==> config.mk <==
export PLATFORM = sky130hd
export DESIGN_NAME = adder_req_ctrl
export DESIGN_NICKNAME = d
export VERILOG_FILES = /design/src/rtl/adder_req_ctrl.sv
export SDC_FILE = /design/constraint.sdc
export NUM_CORES = 1
export LEC_CHECK = 0
export CORE_MARGIN = 2
export CORE_UTILIZATION = 30
export CTS_CLUSTER_SIZE = 10
export DETAILED_ROUTE_END_ITERATION = 12
export GPL_TIMING_DRIVEN = 0
export PLACE_DENSITY = 0.66
export SETUP_SLACK_MARGIN = 0.3
export SYNTH_ARGS = -nofsm -noshare
export SYNTH_HDL_FRONTEND = slang
export SYNTH_SLANG_ARGS = --single-unit
==> constraint.sdc <==
create_clock -name clk -period 1.79 [get_ports clk]
set_clock_uncertainty 0.1 [all_clocks]
set_input_delay 0.358 -clock clk [delete_from_list [all_inputs] [get_ports clk]]
set_output_delay 0.358 -clock clk [all_outputs]
set_load 0.02 [all_outputs]
==> src/rtl/adder_req_ctrl.sv <==
`default_nettype none
// ============================================================================
// Module   : adder_req_ctrl
// Brief    : Requester for a combinational adder: takes operands over a
//            valid/ready channel, holds them to settle, returns sum/carry.
// Revision : 1.0
// ============================================================================
module adder_req_ctrl #(
    parameter int N_BIT      = 32,
    parameter int N_BPB      = 4,
    parameter int SETTLE_CYC = 2,
    parameter int CNT_W      = 16
) (
    input  logic             clk,
    input  logic             rst,
    input  logic             in_valid,
    output logic             in_ready,
    input  logic [N_BIT-1:0] in_a,
    input  logic [N_BIT-1:0] in_b,
    input  logic             in_cin,
    input  logic             in_chain,
    output logic             out_valid,
    input  logic             out_ready,
    output logic [N_BIT-1:0] out_sum,
    output logic             out_cout,
    output logic [N_BIT-1:0] adder_a,
    output logic [N_BIT-1:0] adder_b,
    output logic             adder_cin,
    input  logic [N_BIT-1:0] adder_sum,
    input  logic             adder_cout,
    output logic             busy,
    output logic [CNT_W-1:0] op_count
);

    localparam int C_SCNT_W = (SETTLE_CYC > 1) ? $clog2(SETTLE_CYC) : 1;
    localparam logic [C_SCNT_W-1:0] C_SCNT_LOAD = C_SCNT_W'(SETTLE_CYC - 1);

    typedef enum logic [1:0] {
        IDLE   = 2'd0,
        SETTLE = 2'd1,
        RESULT = 2'd2
    } state_t;

    state_t              state;
    state_t              state_nxt;
    logic [C_SCNT_W-1:0] settle_cnt;
    logic                carry_q;
    logic                accept;
    logic                settle_done;

    assign in_ready    = (state == IDLE) || ((state == RESULT) && out_ready);
    assign accept      = in_valid && in_ready;
    assign settle_done = (state == SETTLE) && (settle_cnt == '0);
    assign out_valid   = (state == RESULT);
    assign busy        = (state != IDLE);

    always_ff @(posedge clk) begin
        if (rst) begin
            state <= IDLE;
        end else begin
            state <= state_nxt;
        end
    end

    always_comb begin
        state_nxt = state;
        case (state)
            IDLE: begin
                if (accept) state_nxt = SETTLE;
            end
            SETTLE: begin
                if (settle_done) state_nxt = RESULT;
            end
            RESULT: begin
                if (out_ready) state_nxt = accept ? SETTLE : IDLE;
            end
            default: state_nxt = IDLE;
        endcase
    end

    // Operand hold registers only move on accept so the adder sees stable inputs.
    always_ff @(posedge clk) begin
        if (rst) begin
            adder_a    <= '0;
            adder_b    <= '0;
            adder_cin  <= 1'b0;
            settle_cnt <= '0;
            carry_q    <= 1'b0;
            out_sum    <= '0;
            out_cout   <= 1'b0;
            op_count   <= '0;
        end else begin
            if (accept) begin
                adder_a    <= in_a;
                adder_b    <= in_b;
                adder_cin  <= in_chain ? carry_q : in_cin;
                settle_cnt <= C_SCNT_LOAD;
            end else if ((state == SETTLE) && (settle_cnt != '0)) begin
                settle_cnt <= settle_cnt - 1'b1;
            end

            if (settle_done) begin
                out_sum  <= adder_sum;
                out_cout <= adder_cout;
                carry_q  <= adder_cout;
            end

            if ((state == RESULT) && out_ready) begin
                op_count <= op_count + 1'b1;
            end
        end
    end

endmodule
`default_nettype wire

==> results.py <==
metrics = {
    "cells_and_area": {
        "utilization_pct": 55.9,
        "area_delta_synth_final_pct": 83.1,
        "seq_area_um2": 2380,
        "n_fill_cell": 1297,
        "insertedDiodeCount": 0,
        "finish.net_count": 892,
        "drive_above_1_share_pct": 39.8,
        "multi_input_area_um2": 2180,
    },
    "critical_path": {
        "r2r-end": "op_count[13]$_SDFFE_PP0P_",
        "end_kind": "flop",
        "arrival_ns": 2.07,
        "cp_slowest_cell": "or4_4",
        "crit_type": "reg2reg",
        "reg2reg_from": "state[0]$_SDFFE_PP0P_",
        "rr_worst_depth": 5,
        "rrSetupSlack_ns": -0.04,
        "cp_max_fo": 5,
        "cp-start-kind": "flop",
        "crit_required_ns": 2.02,
        "crit_path_max_incr_delay_ns": 0.50,
        "path_cells": "nand3b_1 -> buf_4 -> or4_4 -> or3_1 -> a21oi_2",
    },
    "pwr": {
        "power_density_nw_per_um2": 995,
        "internal-power_mw": 5.71,
        "switchingPower_mw": 1.96,
        "power_frac_comb_pct": 18.4,
        "vdd_drop_max_uv": 468,
        "p_leak_nw": 3.22,
        "sw_frac_of_total_pct": 25.6,
        "power_mw": 7.67,
        "p_seq_share_pct": 37.1,
        "pwr-share-clk_pct": 44.6,
    },
    "cts": {
        "root_buffer": "clkbuf_16",
        "clkTransAtPathRegs_ns": 0.05,
        "cts.sinks": 117,
        "clkLatencyLatePin_ns": 0.41,
        "cts_tree": "done",
        "h-tree-depth": 4,
        "cts_buffer_depth": 2,
        "postCtsHoldBufs": 0,
        "cts_buffers": 17,
    },
    "outcome": {
        "failed_checks": "negative setup slack",
        "outcome": "finished with violations",
    },
    "sta": {
        "period_needed_ns": 1.83,
        "finalSetupViolations": 3,
        "layout_setup_ws_ns": -0.0443,
        "worst_slew_pin_slew_ns": 0.680,
        "relSlewSlack_pct": 54.7,
        "rsz0062_at_grt": "yes",
        "maxSlewViolCount": 0,
        "max_freq_mhz": 545,
        "timing.final.crit_share_pct": 102,
        "finalHoldViolCount": 0,
    },
    "yosys": {
        "yosys_warnings": 0,
        "yosysUniqueCellTypes": 32,
        "synth_top_area_share_pct": 55.7,
        "yosysTopAreaCell": "dfxtp_1",
        "ys_async_sr_fraction_pct": 0,
        "syn_nets": 633,
        "synth_cells": 529,
        "synth_area_um2": 4210,
        "synth_area_leaders": "dfxtp_1 56%, nand2_1 18%, a21oi_1 13%",
        "synthFlopType": "dfxtp_1",
        "avgSynthCellArea_um2": 7.95,
        "ys_seq_elements": 117,
        "ys_seq_area_share_pct": 55.7,
        "synth_edf_count": 0,
    },
    "route": {
        "drt.antenna.violating_nets": 0,
        "drc": 0,
        "dr_total_vias": 4565,
        "drt_wl_total_um": 14700,
        "dr.first_iter.drc_count": 183,
        "routedWlPerCell_um": 15.0,
        "vias_per_cell": 4.65,
        "drtPass1Iterations": 4,
    },
    "die": {
        "dieArea_um2": 15000,
        "rows": 43,
        "die_h_um": 122,
        "die_w_um": 122,
        "num_io_pins": 220,
        "floorplan.initialDensity_pct": 30.5,
        "core-area_um2": 13800,
    },
    "grt": {
        "grt_pass1_vias": 4233,
        "overflow": 0,
        "antenna_found_initial": 0,
        "grt_start_max_net_pins": 17,
        "grt.total_usage_pct": 17.8,
        "grt_pass1_wl_um": 20600,
    },
    "placed_design": {
        "place_ws_ns": -0.660,
        "gp_congestion": 0.791,
        "hpwl_um": 10100,
        "io_buffers": 218,
    },
    "worst_hold_path": {
        "worstHoldStart": "rst",
        "whs_endpoint": "adder_cin$_SDFFE_PP0P_",
        "hold_depth": 2,
        "hold_path_class": "in2reg",
    },
    "flow_run": {
        "maxCapViolations": 0,
    },
}
## logic make-up (layout without fill, tap and decap cells)
kind of cell | Yosys count | count (layout) | share of synthesized area (%)
AOI/OAI and AO/OA | 115 | 115 | 13.9
and+or+nand+nor | 246 | 246 | 23.9
xor gates and xnor gates | 10 | 10 | 2.08
DFF | 117 | 117 | 55.7
buffers and inverters | 39 | 311 | 3.96
adders and majority gates | 1 | 1 | 0.297
muxes | 1 | 1 | 0.238
## repair_timing
| item | CTS | global route |
|---|---|---|
| endpoints found under the setup margin | 226 | 171 |
| gates cloned | 0 | 6 |
| setup buffers | 3 | 14 |
| resized for setup | 441 | 241 |
| pin swaps | 4 | 20 |
## state kept, by name (all words and copies together), names as in the netlist
name and count:
adder_b 32, carry_q 1, adder_cin 1, adder_a 32
out_sum 32, state 2, settle_cnt 1, op_count 16
## stage by stage
| stage | area (µm²) | std cells | TNS, ns | hold slack [ns] |
|---|---|---|---|---|
| final | 7700 | 981 | -0.107 | 0.138 |
| after global routing | 7700 | 981 | -0.327 | 0.145 |
| after CTS | 7330 | 962 | -0.0714 | 0.314 |
| after detailed placement | 6680 | 927 | -43.51 | 0.346 |
| after global placement | 6680 | 927 | -39.29 | 0.342 |
| after floorplan | 4270 | 529 | 0 | 0.358 |
## synthesized netlist by cell type (all sizes together), types with 4 or more instances
master,instances
nand2,206
dfxtp,117
a21oi,106
clkbuf,27
nor2,14
buf,7
o21ai,6
xnor2,6
inv,4
or3,4
xor2,4
## critical path, delay by kind of cell (launching register included)
kind | cells | cell delay [ns]
AOI/OAI and AO/OA | 1 | 0.12
DFF | 1 | 0.35
buffers and inverters | 1 | 0.16
and+or+nand+nor | 3 | 1.03
## metal layers
| layer | part of all wire, % | GRT usage (%) | up-vias |
|---|---|---|---|
| met1 | 39 | 19.8 | 2139 |
| li1 | - | - | 2244 |
| met3 | 8.1 | 6.97 | 27 |
| met2 | 50 | 30.2 | 155 |
| met5 | 0 | 0 | - |
| met4 | 2.2 | 7.61 | 0 |
## cell type report
| type | instances | share of cell area [%] |
|---|---|---|
| buffer | 34 | 3.92 |
| tap | 180 | 2.92 |
| sequential | 117 | 31.0 |
| clock inverter | 9 | 1.62 |
| inverter | 4 | 0.195 |
| timing repair buffer | 241 | 25.8 |
| clock buffer | 23 | 6.21 |
| multi-input combinational | 373 | 28.3 |
## layout by cell type, fill, tap and decap left out, types with 2 or more instances in the layout
cell type and instances:
buf_2 98, xor2_1 4, a21oi_1 60, nand4b_1 2, or2_2 2, dfxtp_2 7
nand3_1 2, nand2_2 29, o21ai_0 3, buf_8 4, nor2_4 2, or3_1 3
clkbuf_1 13, clkinvlp_4 2, clkbuf_16 20, nand4_1 2, clkbuf_2 2, clkdlybuf4s50_1 99
nand2_4 16, buf_6 17, bufinv_16 3, nor2_1 12, o21ai_2 3, clkbuf_8 6
xnor2_1 6, nor3_1 2, inv_1 3, a21oi_2 46, nand2_1 161, buf_12 3
clkinv_2 4, dfxtp_4 9, clkbuf_4 4, or4_4 2, dfxtp_1 101, buf_4 14
clkdlybuf4s15_2 15
## worst max-delay path by stage
stage	start	cells past startpoint	slack [ns]	end
after floorplan	op_count[4]$_SDFFE_PP0P_	4	0.14	op_count[13]$_SDFFE_PP0P_
after global placement	out_ready	5	-0.63	in_ready
after CTS	state[0]$_SDFFE_PP0P_	4	-0.03	in_ready
after detailed placement	in_valid	7	-0.66	adder_b[21]$_SDFFE_PP0P_
final	state[0]$_SDFFE_PP0P_	5	-0.04	op_count[13]$_SDFFE_PP0P_
after global routing	state[0]$_SDFFE_PP0P_	5	-0.10	op_count[13]$_SDFFE_PP0P_
## power groups by stage
stage	registers [mW]	clock network (mW)	logic, mW
final	2.84	3.42	1.41
after CTS	2.84	3.49	1.19
after detailed placement	2.90	0	1.20
after global placement	2.89	0	1.19
after floorplan	3.07	0	0.360
after global routing	2.86	3.60	1.51
Power figures use the tool's default switching activity.
